## src/rtl/risc_control_fsm.sv

```systemverilog
// Multi-cycle control unit for the 32-bit RISC datapath. It steps each instruction through
// IF/ID/EX/MEM/WB and decodes every datapath strobe from the registered state and irout.
module risc_control_fsm #(
   parameter logic [3:0] ADD_FUNC = 4'b0000,
   parameter logic [5:0] HALT_OP  = 6'h3F
) (
   input  logic        clk,
   input  logic        reset,
   input  logic [31:0] irout,
   output logic        readim,
   output logic        ldir,
   output logic        ldnpc,
   output logic        ldA,
   output logic        ldB,
   output logic        ldimm,
   output logic        aluen,
   output logic        ldaluout,
   output logic        alusel1,
   output logic        alusel2,
   output logic [3:0]  alufunc,
   output logic [1:0]  opcond,
   output logic        seldest,
   output logic        regwrite,
   output logic        writedmem,
   output logic        readdmem,
   output logic        ldlmd,
   output logic        selwb,
   output logic        branch,
   output logic        ldpc,
   output logic        halted,
   output logic [2:0]  state,
   output logic [31:0] instr_count
);

   localparam logic [2:0] S_IF   = 3'd0;
   localparam logic [2:0] S_ID   = 3'd1;
   localparam logic [2:0] S_EX   = 3'd2;
   localparam logic [2:0] S_MEM  = 3'd3;
   localparam logic [2:0] S_WB   = 3'd4;
   localparam logic [2:0] S_HALT = 3'd5;

   logic [2:0] cur_state;
   logic [2:0] nxt_state;
   logic [5:0] opcode;
   logic       is_halt;
   logic       is_ralu;
   logic       is_ialu;
   logic       is_alu;
   logic       is_ld;
   logic       is_st;
   logic       is_br;
   logic       is_cbr;
   logic       unused_irout;

   // Opcode classes; HALT_OP takes priority so a parameter override cannot alias two classes.
   assign opcode  = irout[31:26];
   assign is_halt = (opcode == HALT_OP);
   assign is_ralu = !is_halt && (opcode == 6'b000000);
   assign is_ialu = !is_halt && (opcode[5:4] == 2'b01);
   assign is_alu  = is_ralu || is_ialu;
   assign is_ld   = !is_halt && (opcode == 6'b100000);
   assign is_st   = !is_halt && (opcode == 6'b100001);
   assign is_br   = !is_halt && (opcode == 6'b110000);
   assign is_cbr  = !is_halt && (opcode[5:2] == 4'b1100) && (opcode[1:0] != 2'b00);

   // Register indices and the branch offset are consumed by the datapath, not here.
   assign unused_irout = ^irout[25:4];

   assign state = cur_state;

   always_ff @(posedge clk or posedge reset) begin
      if (reset) begin
         cur_state <= S_IF;
      end else begin
         cur_state <= nxt_state;
      end
   end

   always_comb begin
      nxt_state = S_IF;
      case (cur_state)
         S_IF: nxt_state = S_ID;
         S_ID: begin
            if (is_halt) begin
               nxt_state = S_HALT;
            end else if (is_br || is_cbr || is_alu || is_ld || is_st) begin
               nxt_state = S_EX;
            end else begin
               nxt_state = S_WB;
            end
         end
         S_EX: begin
            if (is_br) begin
               nxt_state = S_IF;
            end else if (is_alu) begin
               nxt_state = S_WB;
            end else begin
               nxt_state = S_MEM;
            end
         end
         S_MEM: nxt_state = is_ld ? S_WB : S_IF;
         S_WB: nxt_state = S_IF;
         S_HALT: nxt_state = S_HALT;
         default: nxt_state = S_IF;
      endcase
   end

   // Every output is forced low while reset is held, even though cur_state already reads IF.
   always_comb begin
      readim    = 1'b0;
      ldir      = 1'b0;
      ldnpc     = 1'b0;
      ldA       = 1'b0;
      ldB       = 1'b0;
      ldimm     = 1'b0;
      aluen     = 1'b0;
      ldaluout  = 1'b0;
      alusel1   = 1'b0;
      alusel2   = 1'b0;
      alufunc   = 4'b0000;
      opcond    = 2'b00;
      seldest   = 1'b0;
      regwrite  = 1'b0;
      writedmem = 1'b0;
      readdmem  = 1'b0;
      ldlmd     = 1'b0;
      selwb     = 1'b0;
      branch    = 1'b0;
      ldpc      = 1'b0;
      halted    = 1'b0;
      if (!reset) begin
         case (cur_state)
            S_IF: begin
               readim = 1'b1;
               ldir   = 1'b1;
               ldnpc  = 1'b1;
               ldimm  = 1'b1;
            end
            S_ID: begin
               ldA = 1'b1;
               ldB = 1'b1;
            end
            S_EX: begin
               if (is_br) begin
                  branch = 1'b1;
                  ldpc   = 1'b1;
               end else begin
                  aluen    = 1'b1;
                  ldaluout = 1'b1;
                  if (is_ralu) begin
                     alusel1 = 1'b1;
                     alufunc = irout[3:0];
                  end else if (is_ialu) begin
                     alusel1 = 1'b1;
                     alusel2 = 1'b1;
                     alufunc = irout[29:26];
                  end else if (is_ld || is_st) begin
                     alusel1 = 1'b1;
                     alusel2 = 1'b1;
                     alufunc = ADD_FUNC;
                  end else begin
                     // Conditional branch target: NPC + imm.
                     alusel2 = 1'b1;
                     alufunc = ADD_FUNC;
                  end
               end
            end
            S_MEM: begin
               if (is_ld) begin
                  readdmem = 1'b1;
                  ldlmd    = 1'b1;
               end else if (is_st) begin
                  writedmem = 1'b1;
                  ldpc      = 1'b1;
               end else begin
                  opcond = irout[27:26];
                  ldpc   = 1'b1;
               end
            end
            S_WB: begin
               ldpc = 1'b1;
               if (is_alu) begin
                  regwrite = 1'b1;
                  selwb    = 1'b1;
                  seldest  = is_ialu;
               end else if (is_ld) begin
                  regwrite = 1'b1;
                  seldest  = 1'b1;
               end
            end
            S_HALT: halted = 1'b1;
            default: begin
               halted = 1'b0;
            end
         endcase
      end
   end

   // Always assigned (adding zero when idle) so the register keeps whatever value it last held.
   always_ff @(posedge clk or posedge reset) begin
      if (reset) begin
         instr_count <= 32'd0;
      end else begin
         instr_count <= instr_count + {31'd0, ldpc};
      end
   end

endmodule

```

## config.mk

```make
export PLATFORM = sky130hd
export DESIGN_NAME = risc_control_fsm
export DESIGN_NICKNAME = d
export VERILOG_FILES = /design/src/rtl/risc_control_fsm.sv
export SDC_FILE = /design/constraint.sdc
export NUM_CORES = 1
export LEC_CHECK = 0
export CORE_MARGIN = 2
export CORE_UTILIZATION = 38
export CTS_BUF_LIST = sky130_fd_sc_hd__clkbuf_8
export CTS_CLUSTER_DIAMETER = 50
export DETAILED_ROUTE_END_ITERATION = 8
export PLACE_DENSITY = 0.88
export SETUP_SLACK_MARGIN = 0.2
export SYNTH_ARGS = -nofsm -noshare
export SYNTH_HDL_FRONTEND = slang
export SYNTH_SLANG_ARGS = --single-unit
```

## constraint.sdc

```tcl
create_clock -name clk -period 2.3 [get_ports clk]
set_clock_uncertainty 0.15 [all_clocks]
set_input_delay 0.345 -clock clk [delete_from_list [all_inputs] [get_ports clk]]
set_output_delay 0.345 -clock clk [all_outputs]
set_load 0.03 [all_outputs]
```

==> results.txt, run 1 <==
- The number of max-slew violations in the final report was 0.
* DRC violations left: 0
- Final instance area: 3385 µm²
* Destination of the critical timing path: instr_count[26]
- Synthesis produced 206 cells.
- Global-route met3 utilization: 3.791%
- In this run the critical register-to-register path is launched from state[2].
- Across every metal layer, demand over resource in global routing totals 19.93%.
* Cell taking the most area after synthesis: sky130_fd_sc_hd__dfrtp_1
- Number of unique standard cell types used by synthesis: 40
- In this run the deepest clock path goes through 2 buffers.
- Count of flip-flops with a built-in enable after synthesis: 0
* Growth of design area from synthesis to finish: 71.31%
- Number of placed I/O pins: 94
* Worst Max-Slew Pin Slew: 0.6599 ns
* # diodes: 0
- The H-tree was split into 2 levels.
- Required time worst endpoint: 2.32 ns
- The via count of the first global-routing pass is 2,043.
- Cell area after technology mapping: 1976 µm²
- Placement Rows: 26
- Setup violations remaining at the end of the flow were counted as 0.
- Maximum clock frequency: 436.7 MHz
* Wire length of the first global-routing pass: 9.591 mm
- Count of maximum capacitance violations: 0
- Measured along the y axis, the die boundary spans 76.11 µm.
- Entering global routing, the biggest net connects 36 pins.
- Critical path cell sequence: nand2b_4 > nor3_4 > a31oi_4 > o21ai_4 > ha_4 > ha_4 > and4_4 > buf_6 > nand4_1 > xnor2_1
* Share of the synthesized area in the top cell type: 44.33%
- Among all cell types in the netlist, the one instantiated most often is sky130_fd_sc_hd__dfrtp_1.
- At the later pin of the worst-skew pair, clock insertion delay measures 0.29 ns.
- The cell that appears most often on the critical path is sky130_fd_sc_hd__ha_4.
- Gp weighted congestion: 0.8145
* Peak VDD IR: 0.3745 mV
- Critical path startpoint category: register
- Cells fill 66.69% of the core in the end.
- In this run the register-to-register setup slack is 0.01 ns.
* Flip-flop cell with the highest count after synthesis: sky130_fd_sc_hd__dfrtp_1
- Dividing the detail-routed wire length by the instance count gives 15.79 µm.
* TritonCTS clock tree: done
- A synthesized cell averages 9.591 µm².
- The tree built by TritonCTS fans out to 35 sinks.
- The critical path in this run is classified as register to register.
* Largest fanout on the critical path: 6
* RSZ-0062 raised after global routing: yes
- Adding up every negative setup slack in the final design gives 0 ns.
* Top cells by area in the synthesized netlist: sky130_fd_sc_hd__dfrtp_1 44%, sky130_fd_sc_hd__xnor2_1 10%, sky130_fd_sc_hd__nand3_1 4.6%
- Total half-perimeter wirelength after legalization and detailed placement: 3.898 mm
* Hold Slack: 0.3157 ns
- Fraction of met2 tracks used by global routing: 33.39%
- Cell area after placement: 3004 µm²
- Measured against its own limit, the worst slew margin works out to 55.85%.
- Buffers placed on the I/O ports in this run total 71.
* Worst setup path startpoint: state[2]
- Count of nets after finishing: 352
* Static Leakage: 0.001465 µW
- Sequential cell area fraction in the yosys report: 44.33%
- Result of the run: finished clean
- Share of final-layout standard cells stronger than drive strength 1: 42.59%
* Number of warnings reported in the yosys synthesis log: 0
- Async SR Flop Fraction: 100.0%
- GR Layer Usage met1: 26.61%
- Depth of the worst register-to-register path: 10
- The first routing iteration left 77 violations.
* CP max stage cell: sky130_fd_sc_hd__dfrtp_2
- Final hold vios: 0
* Root buffer selected by CTS: sky130_fd_sc_hd__clkbuf_8
- Worst reg2reg path endpoint: instr_count[26]
* Part of the cycle the worst path needs: 99.56%
- The pre-antenna-repair detailed-routing pass consisted of 4 iterations.
- Remaining global-route overflow: 0
- The routed design could run at a clock period as short as 2.290 ns.
* Initial standard-cell utilization of the core: 38.93%
- DIE WIDTH: 76.11 µm
- Most common library cells after synthesis: 35 x sky130_fd_sc_hd__dfrtp_1, 23 x sky130_fd_sc_hd__xnor2_1, 18 x sky130_fd_sc_hd__nand3_1, 17 x sky130_fd_sc_hd__nand2_1
- STA classifies the critical path endpoint as a register.
* Routing layer with the top usage in global route: met2
- Data arrival at the endpoint of the critical path: 2.31 ns
- Number of antenna violations at the first check in global routing: 0
* Detailed-route vias per instance: 5.282
- On the worst path, the slowest cell contributes a delay of 0.40 ns.
* Pwr per Cell Area: 638.4 nW/µm²
- Total Routed Length: 6.112 mm
- After clock tree synthesis, the clock-pin slew on the worst setup and hold paths is 0.08 ns.
- Residual antenna-violating net count after detailed routing: 0
- Across all layers, the routed design uses 2,044 vias.
- Class of the tightest hold or removal check: register to register
* Post-Syn Nets: 242
* Area enclosed by the die boundary: 5792 µm²
* Count of state elements after synthesis: 35
* Floorplan core area: 5075 µm²
- Setup slack closes at 0.01017 ns.
- Number of buffers inserted during clock tree synthesis: 5
- Worst slack at placement: -0.5330 ns
[state kept, by name, indices dropped and copies added, names as in the netlist]
| name | flops |
|---|---|
| instr_count | 32 |
| state | 3 |
[cell type report]
cell class / instances / area (µm²)
Tap cell: 70 / 87.58
Clock buffer: 5 / 68.82
Clock inverter: 3 / 20.02
Timing Repair Buffer: 115 / 1003
Fill cell: 387 / 1690
Sequential cell: 35 / 879.6
Multi-Input combinational cell: 154 / 1306
Inverter: 5 / 18.77
[metal layers]
layer | part of all wire, % | vias up
met5 | 0 | -
met4 | 0.88 | 0
met3 | 4.1 | 6
met2 | 52 | 59
met1 | 43 | 1021
li1 | - | 958
[stage by stage]
step                      instances  power, µW
after floorplan                 206       1294
after global routing            387       2246
final                           387       2161
after global placement          367       1591
after CTS                       380       2102
after detailed placement        367       1611
[worst min-delay path by stage]
stage	startpoint	end	slack, ns	cells past startpoint
after floorplan	reset	instr_count[0]	0.35	1
final	instr_count[31]	instr_count[31]	0.32	1
after CTS	instr_count[31]	instr_count[31]	0.33	1
after global routing	instr_count[31]	instr_count[31]	0.37	1
after global placement	instr_count[31]	instr_count[31]	0.31	1
after detailed placement	instr_count[31]	instr_count[31]	0.31	1
[logic make-up after synthesis]
| family | Yosys count | synth area share [%] |
|---|---|---|
| XOR/XNOR | 30 | 13.30 |
| AND/OR/NAND/NOR | 98 | 29.20 |
| flip-flops | 35 | 44.33 |
| AO/OA/AOI/OAI | 22 | 6.523 |
| buffers and inverters | 17 | 4.369 |
| adder cells (fa/ha/maj) | 3 | 1.773 |
| multiplexers | 1 | 0.5067 |
[power by group]
group	internal, µW	switching, µW
combinational	408	529
sequential	677	103
clock	211	233
total	1300	865
[worst max-delay path, delay by kind of cell, from the launching register on]
| family | cells | cell delay (ns) |
|---|---|---|
| AOI/OAI and AO/OA | 2 | 0.30 |
| xor gates and xnor gates | 1 | 0.18 |
| adders and majority gates | 2 | 0.33 |
| buffers and inverters | 1 | 0.13 |
| DFF | 1 | 0.40 |
| and+or+nand+nor | 4 | 0.66 |
[cell usage in the layout (no fill, tap or decap), types with 2 or more instances in the layout]
cell type and instances:
sky130_fd_sc_hd__buf_4 56, sky130_fd_sc_hd__clkdlybuf4s50_1 39, sky130_fd_sc_hd__dfrtp_1 32, sky130_fd_sc_hd__xnor2_1 22
sky130_fd_sc_hd__nand2_1 15, sky130_fd_sc_hd__nand4_1 13, sky130_fd_sc_hd__nand3_1 9, sky130_fd_sc_hd__buf_6 9
sky130_fd_sc_hd__nor2_1 8, sky130_fd_sc_hd__xor2_1 7, sky130_fd_sc_hd__nand3_2 7, sky130_fd_sc_hd__a21oi_1 7
sky130_fd_sc_hd__clkbuf_8 5, sky130_fd_sc_hd__and3_1 4, sky130_fd_sc_hd__nor2_2 4, sky130_fd_sc_hd__a21oi_4 4
sky130_fd_sc_hd__clkbuf_2 4, sky130_fd_sc_hd__nor4_4 3, sky130_fd_sc_hd__nand2b_1 3, sky130_fd_sc_hd__nand2b_4 3
sky130_fd_sc_hd__inv_2 3, sky130_fd_sc_hd__nand3b_1 3, sky130_fd_sc_hd__buf_2 3, sky130_fd_sc_hd__dfrtp_2 3
sky130_fd_sc_hd__nand3_4 2, sky130_fd_sc_hd__nand4_2 2, sky130_fd_sc_hd__inv_1 2, sky130_fd_sc_hd__nor4_2 2
sky130_fd_sc_hd__nor3_4 2, sky130_fd_sc_hd__o21ai_0 2, sky130_fd_sc_hd__nor3_1 2, sky130_fd_sc_hd__nor3_2 2
sky130_fd_sc_hd__ha_4 2, sky130_fd_sc_hd__clkinvlp_4 2
[timing repair]
| item | CTS | global route |
|---|---|---|
| pin swaps | 9 | 11 |
| resized for setup | 42 | 38 |
| gates cloned | 0 | 1 |
| hold endpoints to repair | 0 | 0 |
| hold buffers | 0 | 0 |
| setup endpoints to repair | 49 | 43 |
| buffers inserted | 5 | 6 |
No activity file was read; power rests on OpenSTA's default activity.
==> run 2, diff against run 1 <==
- TNS_END_PERCENT: default -> 10
==> run 2 against run 1 <==
  * Via count fell by 3.7%
  * First-iteration DRC count rose by 16%
  * Sequential cell count did not move
  * Setup slack improved by 0.059 ns
  * Final cell count fell by 2.6%
  * Core utilization fell by 2.7 points
  * Worst hold slack improved by 0.0048 ns
  * Critical path depth did not move
  * Largest power group unchanged
  * Highest routed layer unchanged
==> results.txt, run 2 (synthesized netlist as in run 1, its figures left out) <==
- Result of the run: finished clean
- Most common cell on crit path: sky130_fd_sc_hd__ha_4
- TritonCTS clock tree: done
- Traced cell by cell, the critical path runs through nand2b_4 > nor3_4 > a31oi_2 > o21ai_4 > ha_4 > ha_4 > and4_4 > buf_6 > nand4_1 > xnor2_1.
- The multi-input combinational cells in the finished layout cover a total of 1196 µm².
- Static Leakage: 0.001427 µW
* Pwr per Cell Area: 707.7 nW/µm²
- Detailed-route vias per instance: 5.220
- Total Routed Length: 5.476 mm
- R2R Setup Slk: 0.07 ns
- Buffers placed on the I/O ports in this run total 71.
* Leading cell type in the layout, fill and taps excluded: sky130_fd_sc_hd__buf_4
* Placement Rows: 26
* Via Count: 1,968
- Cell area after placement: 2955 µm²
- Part of the cycle the worst path needs: 96.99%
* Number of buffers added to fix hold violations after cts: 0
* Critical path startpoint category: register
- For this block, the initial DRC count from the detailed router was 89.
- In the final routed layout, each cell accounts on average for 14.53 µm.
- CP max stage cell: sky130_fd_sc_hd__dfrtp_2
- Final number of setup-violating endpoints: 0
- The clock passes through at most 2 buffers.
- Before antenna repair, the detailed router went through 4 iterations.
- With fillers left out, the area of the finished cells amounts to 3247 µm².
* Global-route usage over all layers: 18.87%
- Clock slew at the register clock pins of the worst setup and hold paths: 0.06 ns
- The core region is 5075 µm².
* DRC violations left: 0
- The H-tree was split into 2 levels.
- Setup repair after global routing could not meet its margin everywhere.
- STA puts the critical path data required time at 2.32 ns.
- Register with the highest flop count: instr_count
- In this run, CTS created clock tree buffers numbering 5.
* Relative slew slack: 66.47%
- Total half-perimeter wirelength after legalization and detailed placement: 3.845 mm
- Final hold vios: 0
* Worst slack at placement: -0.4851 ns
- CTS placed an instance of sky130_fd_sc_hd__clkbuf_8 at the clock tree root.
- Initial standard-cell utilization of the core: 38.93%
* Worst Max-Slew Pin Slew: 0.5011 ns
- Total number of clock tree sinks: 35
* Number of placed I/O pins: 94
- The via count of the first global-routing pass was 1,940.
* Peak VDD IR: 0.5230 mV
- Count of nets after finishing: 342
- 0 antenna diodes ended up in the layout.
* Fin worst setup slack: 0.06922 ns
* Growth of design area from synthesis to finish: 64.34%
- CP Class: register to register
- The worst setup path is captured at a register.
- The top cell types in the final layout, fill and taps aside, are 50 x sky130_fd_sc_hd__buf_4, 38 x sky130_fd_sc_hd__clkdlybuf4s50_1, 32 x sky130_fd_sc_hd__dfrtp_1, 23 x sky130_fd_sc_hd__xnor2_1, 16 x sky130_fd_sc_hd__nand2_1.
* Maximum clock frequency: 448.3 MHz
* Pin count of the biggest net entering global routing: 36
- The clock reaches the later pin of the worst-skew pair after 0.29 ns.
* Max-slew violation count: 0
- Registers take 879.6 µm².
- Class of the tightest hold or removal check: register to register
- Residual antenna-violating net count after detailed routing: 0
* Remaining global-route overflow: 0
- The largest single stage delay on the critical path is 0.41 ns.
- Largest register FFs: 32
- The initial antenna violation count was 0.
- Clock period minus final worst setup slack: 2.231 ns
* Largest fanout on the critical path: 6
* Area enclosed by the die boundary: 5792 µm²
- Number of fillers in the final layout: 408
- Count of maximum capacitance violations: 0
- From left edge to right edge, the die measures 76.11 µm.
- Data arrival at the endpoint of the critical path: 2.25 ns
* Gp weighted congestion: 0.8311
* Wire length of the first global-routing pass: 8.935 mm
- Cells with a size suffix above 1 make up 34.85% of the layout.
- Die Y-Extent: 76.11 µm
-- run 2: path summary, 6_finish.rpt --
| path | to | cells after the start | start |
|---|---|---|---|
| max reg2reg | instr_count[24] | 10 | state[2] |
| max in group asynchronous | state[1] | 4 | reset |
| min | instr_count[31] | 1 | instr_count[31] |
| min reg2reg | instr_count[31] | 1 | instr_count[31] |
| max | instr_count[24] | 10 | state[2] |
| min in group asynchronous | instr_count[12] | 4 | reset |
-- run 2: per-layer routing --
layer	track usage [%]	wire length [µm]	up-vias
li1	-	-	925
met1	23.22	2267	968
met2	33.04	2867	66
met3	4.265	258	9
met4	5.818	82	0
met5	0	0	-
-- run 2: cell type report --
type                    instances  area share, %
clock buffers                   5          2.119
clock inverters                 3          1.965
inverters                       5         0.6551
multi-input cells             154          36.84
flip-flops and latches         35          27.09
well taps                      70          2.697
repair buffers                105          28.63
-- run 2: worst max-delay path: cells and delay by family, from the launching register on --
family,cells,cell delay [ns]
flops,1,0.41
compound gates,2,0.32
xor+xnor,1,0.15
simple gates,4,0.62
fa+ha+maj,2,0.34
buf+inv,1,0.12
-- run 2: repair_timing --
action,4_1_cts,5_1_grt
buffers inserted,5,0
pin swaps,4,7
gates resized for setup,15,30
cloned,1,0
endpoints found under the setup margin,49,44
-- run 2: power breakdown --
| part | leakage (µW) | internal (µW) | switching, µW |
|---|---|---|---|
| registers | 0.000474 | 678 | 104 |
| clock network | 0.0000695 | 429 | 217 |
| logic | 0.000883 | 368 | 502 |
-- run 2: metrics by stage --
step	cells	hold slack (ns)	total power, µW	setup TNS (ns)	utilization [%]
after global placement	363	0.3071	1581	-9.618	58.23
after global routing	377	0.3598	2403	-0.3422	63.98
after CTS	377	0.3266	2282	0	62.06
after floorplan	206	0.3491	1292	-3.063	-
after detailed placement	363	0.3181	1609	-11.54	58.23
final	377	0.3206	2298	0	63.98
